<file path="src/rtl/collision_pkg.sv">
// Shared types and default channel counts for the collision controller and
// the rocket/shield drawers that size their request vectors from it.
package collision_pkg;

   typedef enum logic {
      ARMING = 1'b0,
      ACCUM  = 1'b1
   } state_t;

   localparam int DEF_NUM_P_ROCKETS = 2;
   localparam int DEF_NUM_A_ROCKETS = 3;
   localparam int DEF_NUM_SHIELDS   = 4;
   localparam int DEF_BORDER_Y      = 479;
   localparam int DEF_HIT_CNT_W     = 8;
   localparam int PIXEL_W           = 11;

endpackage

</file>
<file path="src/rtl/collision_frame_controller_if.sv">
// Pixel-request bundle from the drawers and per-frame hit report to game logic.
interface collision_frame_controller_if import collision_pkg::*; #(
   parameter int NUM_P_ROCKETS = DEF_NUM_P_ROCKETS,
   parameter int NUM_A_ROCKETS = DEF_NUM_A_ROCKETS,
   parameter int NUM_SHIELDS   = DEF_NUM_SHIELDS,
   parameter int HIT_CNT_W     = DEF_HIT_CNT_W
);
   logic                      startOfFrame;
   logic                      drawing_request_player;
   logic                      drawing_request_aliens;
   logic [NUM_P_ROCKETS-1:0]  p_rockets_DR;
   logic [NUM_A_ROCKETS-1:0]  a_rockets_DR;
   logic [NUM_SHIELDS-1:0]    shields_DR;
   logic signed [PIXEL_W-1:0] pixelX;
   logic signed [PIXEL_W-1:0] pixelY;

   // Report handshake: reportValid is a one-cycle pulse with no ready; every
   // event vector is valid only while it is high and is zero otherwise.
   logic [NUM_P_ROCKETS-1:0]  alienHit;
   logic                      playerHitByAlien;
   logic [NUM_A_ROCKETS-1:0]  playerHitByRocket;
   logic [NUM_P_ROCKETS-1:0]  p_rocketsCollision;
   logic [NUM_A_ROCKETS-1:0]  a_rocketsCollision;
   logic [NUM_SHIELDS-1:0]    shieldHit;
   logic                      aliensReachedBorder;
   logic [HIT_CNT_W-1:0]      playerHitCount;
   logic                      reportValid;

   modport master (
      output startOfFrame, drawing_request_player, drawing_request_aliens,
             p_rockets_DR, a_rockets_DR, shields_DR, pixelX, pixelY,
      input  alienHit, playerHitByAlien, playerHitByRocket, p_rocketsCollision,
             a_rocketsCollision, shieldHit, aliensReachedBorder, playerHitCount,
             reportValid
   );

   modport slave (
      input  startOfFrame, drawing_request_player, drawing_request_aliens,
             p_rockets_DR, a_rockets_DR, shields_DR, pixelX, pixelY,
      output alienHit, playerHitByAlien, playerHitByRocket, p_rocketsCollision,
             a_rocketsCollision, shieldHit, aliensReachedBorder, playerHitCount,
             reportValid
   );
endinterface

</file>
<file path="src/rtl/sticky_event_reg.sv">
// Frame-sticky event flags: OR-accumulate, dump as a one-cycle pulse on strobe.
module sticky_event_reg #(
   parameter int WIDTH = 1
) (
   input  logic             clk,
   input  logic             reset,
   input  logic [WIDTH-1:0] set,
   input  logic             strobe,
   output logic [WIDTH-1:0] pulse,
   output logic             pending
);
   logic [WIDTH-1:0] held;

   // On the strobe the old frame is reported and a coincident set starts the new one.
   always_ff @(posedge clk) begin
      if (reset) begin
         held  <= '0;
         pulse <= '0;
      end else if (strobe) begin
         pulse <= held;
         held  <= set;
      end else begin
         pulse <= '0;
         held  <= held | set;
      end
   end

   assign pending = |held;
endmodule

</file>
<file path="src/rtl/collision_frame_controller.sv">
// Per-pixel collision detection with once-per-frame hit reporting.
module collision_frame_controller import collision_pkg::*; #(
   parameter int NUM_P_ROCKETS = DEF_NUM_P_ROCKETS,
   parameter int NUM_A_ROCKETS = DEF_NUM_A_ROCKETS,
   parameter int NUM_SHIELDS   = DEF_NUM_SHIELDS,
   parameter int BORDER_Y      = DEF_BORDER_Y,
   parameter int HIT_CNT_W     = DEF_HIT_CNT_W
) (
   input  logic                         clk,
   input  logic                         reset,
   collision_frame_controller_if.slave  bus,
   output state_t                       state
);
   localparam logic signed [PIXEL_W-1:0] BORDER_LIM = PIXEL_W'(BORDER_Y);

   state_t state_q, state_d;
   logic   sof_q, sof_edge, strobe, detect_en;
   logic   report_q;
   logic   player_pending;
   logic [HIT_CNT_W-1:0] hit_cnt;
   logic [4:0] unused_pending;
   logic       unused_pixel_x;

   always_ff @(posedge clk) begin
      if (reset) begin
         state_q <= ARMING;
         sof_q   <= 1'b0;
      end else begin
         state_q <= state_d;
         sof_q   <= bus.startOfFrame;
      end
   end

   assign sof_edge = bus.startOfFrame & ~sof_q;

   // ARMING masks detection through its exit edge so ACCUM starts with clean flags.
   always_comb begin
      state_d   = state_q;
      strobe    = 1'b0;
      detect_en = 1'b0;
      case (state_q)
         ARMING: if (sof_edge) state_d = ACCUM;
         ACCUM: begin
            detect_en = 1'b1;
            strobe    = sof_edge;
         end
         default: state_d = ARMING;
      endcase
   end

   logic any_p, any_a, any_s, pl, al;
   assign any_p = |bus.p_rockets_DR;
   assign any_a = |bus.a_rockets_DR;
   assign any_s = |bus.shields_DR;
   assign pl    = bus.drawing_request_player;
   assign al    = bus.drawing_request_aliens;

   logic [NUM_P_ROCKETS-1:0]   set_alien, set_prock;
   logic [NUM_A_ROCKETS:0]     set_player;
   logic [NUM_A_ROCKETS-1:0]   set_arock;
   logic [NUM_SHIELDS-1:0]     set_shield;
   logic                       set_border;

   assign set_alien  = bus.p_rockets_DR & {NUM_P_ROCKETS{al & detect_en}};
   assign set_prock  = bus.p_rockets_DR & {NUM_P_ROCKETS{(al | any_a | any_s) & detect_en}};
   assign set_arock  = bus.a_rockets_DR & {NUM_A_ROCKETS{(pl | any_p | any_s) & detect_en}};
   assign set_shield = bus.shields_DR & {NUM_SHIELDS{(any_p | any_a) & detect_en}};
   assign set_player = {pl & al & detect_en, bus.a_rockets_DR & {NUM_A_ROCKETS{pl & detect_en}}};
   assign set_border = al & (bus.pixelY > BORDER_LIM) & detect_en;

   sticky_event_reg #(.WIDTH(NUM_P_ROCKETS)) u_alien (
      .clk(clk), .reset(reset), .set(set_alien), .strobe(strobe),
      .pulse(bus.alienHit), .pending(unused_pending[0]));

   sticky_event_reg #(.WIDTH(NUM_A_ROCKETS + 1)) u_player (
      .clk(clk), .reset(reset), .set(set_player), .strobe(strobe),
      .pulse({bus.playerHitByAlien, bus.playerHitByRocket}), .pending(player_pending));

   sticky_event_reg #(.WIDTH(NUM_P_ROCKETS)) u_prock (
      .clk(clk), .reset(reset), .set(set_prock), .strobe(strobe),
      .pulse(bus.p_rocketsCollision), .pending(unused_pending[1]));

   sticky_event_reg #(.WIDTH(NUM_A_ROCKETS)) u_arock (
      .clk(clk), .reset(reset), .set(set_arock), .strobe(strobe),
      .pulse(bus.a_rocketsCollision), .pending(unused_pending[2]));

   sticky_event_reg #(.WIDTH(NUM_SHIELDS)) u_shield (
      .clk(clk), .reset(reset), .set(set_shield), .strobe(strobe),
      .pulse(bus.shieldHit), .pending(unused_pending[3]));

   sticky_event_reg #(.WIDTH(1)) u_border (
      .clk(clk), .reset(reset), .set(set_border), .strobe(strobe),
      .pulse(bus.aliensReachedBorder), .pending(unused_pending[4]));

   always_ff @(posedge clk) begin
      if (reset) begin
         report_q <= 1'b0;
         hit_cnt  <= '0;
      end else begin
         report_q <= strobe;
         if (strobe && player_pending && !(&hit_cnt))
            hit_cnt <= hit_cnt + HIT_CNT_W'(1);
      end
   end

   assign bus.reportValid    = report_q;
   assign bus.playerHitCount = hit_cnt;
   assign state              = state_q;
   assign unused_pixel_x     = ^bus.pixelX;
endmodule

</file>
<file path="src/flat_wrapper.sv">
// flat-port wrapper written by rule: the top's interface ports become plain ports
module collision_frame_controller_flat import collision_pkg::*;
#(
   parameter int NUM_P_ROCKETS = DEF_NUM_P_ROCKETS,
   parameter int NUM_A_ROCKETS = DEF_NUM_A_ROCKETS,
   parameter int NUM_SHIELDS   = DEF_NUM_SHIELDS,
   parameter int BORDER_Y      = DEF_BORDER_Y,
   parameter int HIT_CNT_W     = DEF_HIT_CNT_W
)
  (clk, reset, state, bus_startOfFrame, bus_drawing_request_player, bus_drawing_request_aliens, bus_p_rockets_DR, bus_a_rockets_DR, bus_shields_DR, bus_pixelX, bus_pixelY, bus_alienHit, bus_playerHitByAlien, bus_playerHitByRocket, bus_p_rocketsCollision, bus_a_rocketsCollision, bus_shieldHit, bus_aliensReachedBorder, bus_playerHitCount, bus_reportValid);
  collision_frame_controller_if #(.NUM_P_ROCKETS(NUM_P_ROCKETS), .NUM_A_ROCKETS(NUM_A_ROCKETS), .NUM_SHIELDS(NUM_SHIELDS), .HIT_CNT_W(HIT_CNT_W)) bus_i ();
  input  logic clk;
  input  logic reset;
  output state_t state;
  input wire logic [$bits(bus_i.startOfFrame)-1:0] bus_startOfFrame;
  input wire logic [$bits(bus_i.drawing_request_player)-1:0] bus_drawing_request_player;
  input wire logic [$bits(bus_i.drawing_request_aliens)-1:0] bus_drawing_request_aliens;
  input wire logic [$bits(bus_i.p_rockets_DR)-1:0] bus_p_rockets_DR;
  input wire logic [$bits(bus_i.a_rockets_DR)-1:0] bus_a_rockets_DR;
  input wire logic [$bits(bus_i.shields_DR)-1:0] bus_shields_DR;
  input wire logic [$bits(bus_i.pixelX)-1:0] bus_pixelX;
  input wire logic [$bits(bus_i.pixelY)-1:0] bus_pixelY;
  output wire logic [$bits(bus_i.alienHit)-1:0] bus_alienHit;
  output wire logic [$bits(bus_i.playerHitByAlien)-1:0] bus_playerHitByAlien;
  output wire logic [$bits(bus_i.playerHitByRocket)-1:0] bus_playerHitByRocket;
  output wire logic [$bits(bus_i.p_rocketsCollision)-1:0] bus_p_rocketsCollision;
  output wire logic [$bits(bus_i.a_rocketsCollision)-1:0] bus_a_rocketsCollision;
  output wire logic [$bits(bus_i.shieldHit)-1:0] bus_shieldHit;
  output wire logic [$bits(bus_i.aliensReachedBorder)-1:0] bus_aliensReachedBorder;
  output wire logic [$bits(bus_i.playerHitCount)-1:0] bus_playerHitCount;
  output wire logic [$bits(bus_i.reportValid)-1:0] bus_reportValid;
  assign bus_i.startOfFrame = bus_startOfFrame;
  assign bus_i.drawing_request_player = bus_drawing_request_player;
  assign bus_i.drawing_request_aliens = bus_drawing_request_aliens;
  assign bus_i.p_rockets_DR = bus_p_rockets_DR;
  assign bus_i.a_rockets_DR = bus_a_rockets_DR;
  assign bus_i.shields_DR = bus_shields_DR;
  assign bus_i.pixelX = bus_pixelX;
  assign bus_i.pixelY = bus_pixelY;
  assign bus_alienHit = bus_i.alienHit;
  assign bus_playerHitByAlien = bus_i.playerHitByAlien;
  assign bus_playerHitByRocket = bus_i.playerHitByRocket;
  assign bus_p_rocketsCollision = bus_i.p_rocketsCollision;
  assign bus_a_rocketsCollision = bus_i.a_rocketsCollision;
  assign bus_shieldHit = bus_i.shieldHit;
  assign bus_aliensReachedBorder = bus_i.aliensReachedBorder;
  assign bus_playerHitCount = bus_i.playerHitCount;
  assign bus_reportValid = bus_i.reportValid;
  collision_frame_controller #(.NUM_P_ROCKETS(NUM_P_ROCKETS), .NUM_A_ROCKETS(NUM_A_ROCKETS), .NUM_SHIELDS(NUM_SHIELDS), .BORDER_Y(BORDER_Y), .HIT_CNT_W(HIT_CNT_W)) u_core (.clk(clk), .reset(reset), .bus(bus_i), .state(state));
endmodule
</file>
<file path="config.mk">
export PLATFORM = sky130hd
export DESIGN_NAME = collision_frame_controller_flat
export DESIGN_NICKNAME = d
export VERILOG_FILES = /design/src/rtl/collision_pkg.sv /design/src/rtl/collision_frame_controller_if.sv /design/src/rtl/sticky_event_reg.sv /design/src/rtl/collision_frame_controller.sv /design/src/flat_wrapper.sv
export SDC_FILE = /design/constraint.sdc
export NUM_CORES = 1
export LEC_CHECK = 0
export BUFFER_PORTS_ARGS = -buffer_cell sky130_fd_sc_hd__buf_2
export CAP_MARGIN = 10
export CORE_MARGIN = 4
export CORE_UTILIZATION = 50
export CTS_CLUSTER_SIZE = 40
export DETAILED_ROUTE_END_ITERATION = 8
export PLACE_DENSITY_LB_ADDON = 0.25
export SYNTH_ARGS = -nofsm -noshare
export SYNTH_HDL_FRONTEND = slang
export SYNTH_SLANG_ARGS = --single-unit
</file>
<file path="constraint.sdc">
create_clock -name clk -period 4 [get_ports clk]
set_input_delay 0.4 -clock clk [delete_from_list [all_inputs] [get_ports clk]]
set_output_delay 0.4 -clock clk [all_outputs]
set_load 0.02 [all_outputs]
</file>
==> impl_metrics.env <==
export IMPL_instances_no_fill=229
export IMPL_synth_main_ff_cell="dfxtp_1"
export IMPL_worstPathMaxFanout=18
export IMPL_root_buffer="clkbuf_4"
export IMPL_clkPwrFrac_pct=30.3
export IMPL_drt_iter0_drc=52
export IMPL_first_pass_iters=4
export IMPL_finalCritPeriodShare_pct=52.97
export IMPL_min_path_type="in -> reg"
export IMPL_gp_congestion=0.7354
export IMPL_netlist_top_cells_area="dfxtp_1, and2_1, nor2_1"
export IMPL_async_reset_ff_share_pct=0
export IMPL_wire_per_inst_um=13.66
export IMPL_end_kind="register"
export IMPL_setup_viol=0
export IMPL_clk_latency_ps=350
export IMPL_leakage_uw=0.0008005
export IMPL_port_buffers=45
export IMPL_seq_power_share_pct=62.9
export IMPL_grt_overflow_total=0
export IMPL_grt_pass1_wl_um=5416
export IMPL_drt_wl_total_um=3127
export IMPL_p_sw_uw=180.2
export IMPL_nNetsFinal=234
export IMPL_power_frac_comb_pct=6.8
export IMPL_clk_path_buf_depth=2
export IMPL_htree_levels=2
export IMPL_seq_area_frac_synth_pct=55.80
export IMPL_drc_errors=0
export IMPL_fin_worst_skew_ps=5.467
export IMPL_core_area_um2=2853
export IMPL_crit_path_cell_trace="nand3b_4 > or2_1 > nor4_2 > mux2_1"
export IMPL_ys_ff_latch=43
export IMPL_antennaDiodeCount=0
export IMPL_criticalPathCategory="reg -> reg"
export IMPL_final_hold_viol_count=0
export IMPL_worstPathRequired_ps=4250
export IMPL_swShare_pct=25.35
export IMPL_cp_arrival_ps=2370
export IMPL_internal_power_uw=530.6
export IMPL_path_delay_family="simple AND/OR/NAND/NOR gates"
export IMPL_io_pins=62
export IMPL_relSlewSlack_pct=42.42
export IMPL_dieWidth_um=63.55
export IMPL_dp_hpwl_um=2254
export IMPL_finalSetupTns_ps=0
export IMPL_path_clk_slew_ps=120
export IMPL_track_usage_pct=16.76
export IMPL_rsz0062_at_grt="no"
export IMPL_synth_distinct_cells=34
export IMPL_start_util_pct=54.08
export IMPL_rows=19
export IMPL_worstSetupStartpointType="register"
export IMPL_grt_pass1_vias=1270
export IMPL_antenna_found_initial=0
export IMPL_p_per_area_nw_per_um2=388.3
export IMPL_ir_drop_mv=0.2196
export IMPL_cts_made_buffers=5
export IMPL_worst_pin_slew_ps=860.5
export IMPL_dp_cells=221
export IMPL_area_growth_pct=18.65
export IMPL_die_area_um2=4038
export IMPL_outcome="finished clean"
export IMPL_avgSynthCellArea_um2=10.08
export IMPL_dieHeight_um=63.55
export IMPL_syn_cell_area_um2=1543
export IMPL_fin_area_um2=1831
export IMPL_postPlaceCellArea_um2=1769
export IMPL_cp_slowest_stage_delay_ps=640
export IMPL_fin_hold_ws_ps=291.0
export IMPL_viasPerCell=5.681
export IMPL_cts_sinks=43
export IMPL_layout_drive_gt1_share_pct=27.78
export IMPL_fmax_mhz=471.9
export IMPL_total_power_uw=710.8
export IMPL_max_cap_violations=0
export IMPL_synth_edf_count=0
export IMPL_antenna_left=0
export IMPL_post_cts_setup_buffers=0
export IMPL_ctsHoldBuffers=0
export IMPL_cp_num_buf_inv=0
export IMPL_post_route_min_period_ps=2119
export IMPL_syn_num_nets=190
export IMPL_cts_resized=0
export IMPL_syn_inst=153
export IMPL_yosys_area_top_type_share_pct=55.80
export IMPL_critPathSlowestCell="dfxtp_1"
export IMPL_grt_max_degree=29
export IMPL_ys_warnings_count=0
export IMPL_cts_tree="yes"
export IMPL_synth_area_leader_cell="dfxtp_1"
export IMPL_vias=1301
export IMPL_finalMaxSlewViolations=0
layer usage:
layer | up-vias | global-route usage (%) | wire, um
li1 | 642 | - | -
met1 | 623 | 17.32 | 1296
met2 | 30 | 30.64 | 1625
met3 | 6 | 5.861 | 150
met4 | 0 | 6.469 | 54
met5 | - | 0 | 0
worst reg2reg max path: stages, from the launching register on:
cell and delay (ps):
dfxtp_1 640, nand3b_4 260, or2_1 440, nor4_2 350
mux2_1 340
kinds of logic after synthesis:
| kind of cell | synth area share, % |
|---|---|
| AO/OA/AOI/OAI | 15.33 |
| multiplexers | 0.7299 |
| adder cells (fa/ha/maj) | 0.8109 |
| flip-flops | 55.80 |
| AND/OR/NAND/NOR | 24.41 |
| buffers and inverters | 2.920 |
per-stage QoR:
step                setup WS, ps  util, %
floorplan                   2259        -
global placement            1977    62.02
detailed placement          1916    62.02
CTS                         1878    64.17
global route                1715    64.17
finish                      1881    64.17
sequential cells by signal, indices dropped and copies added, names as in the netlist, 3 cells and up:
register,count
u_core.u_shield.pulse,4
u_core.u_player.held,4
u_core.u_arock.pulse,3
u_core.bus.playerHitCount,8
u_core.u_shield.held,4
u_core.u_player.pulse,4
u_core.u_arock.held,3
cell usage in the layout (no fill, tap or decap), drive strengths merged, types with 4 or more instances in the layout:
cell	n
a32oi	6
a22oi	7
and2	16
buf	45
clkbuf	5
a21oi	9
dfxtp	43
o31ai	4
or3	4
nor2	19
worst paths after layout:
kind                                              start                            to  slack (ps)  depth (start not counted)
worst max-delay path                       u_core.state  u_core.bus.playerHitCount[5]        1880                          4
worst min-delay path                  bus_shields_DR[0]       u_core.u_shield.held[0]         290                          3
worst min register to register  u_core.u_border.pending         u_core.u_border.pulse         470                          1
worst max register to register             u_core.state  u_core.bus.playerHitCount[5]        1880                          4
layout make-up:
| cell class | count | area (um^2) |
|---|---|---|
| repair buffers | 45 | 225.2 |
| clock inverters | 3 | 23.77 |
| flip-flops and latches | 43 | 860.8 |
| inverters | 2 | 7.507 |
| clock buffers | 5 | 37.54 |
| well taps | 31 | 38.79 |
| fillers | 271 | 1022 |
| multi-input cells | 100 | 636.9 |
synthesized netlist by cell type (2+ instances only):
library cell / number
or3_1: 4
dfxtp_1: 43
nor2b_1: 3
a22o_1: 2
nand3_1: 3
o21ai_0: 2
nor2_1: 19
inv_1: 2
nor3_1: 3
a21oi_1: 9
and3_1: 2
a32oi_1: 6
a22oi_1: 7
clkbuf_1: 6
or4_1: 3
and2_1: 16
o31ai_1: 4
nand2_1: 3
power by group through the flow:
| stage | Clock (uW) | Combinational, uW | Sequential, uW |
|---|---|---|---|
| 3_3_place_gp | 0 | 46.7 | 456 |
| 6_report | 215 | 48.3 | 447 |
| 3_5_place_dp | 0 | 48.5 | 457 |
| 5_1_grt | 245 | 54.3 | 449 |
| 4_1_cts | 223 | 48.7 | 447 |
| 2_1_floorplan | 0 | 28.4 | 456 |
No activity file was read; power rests on OpenSTA's default activity.
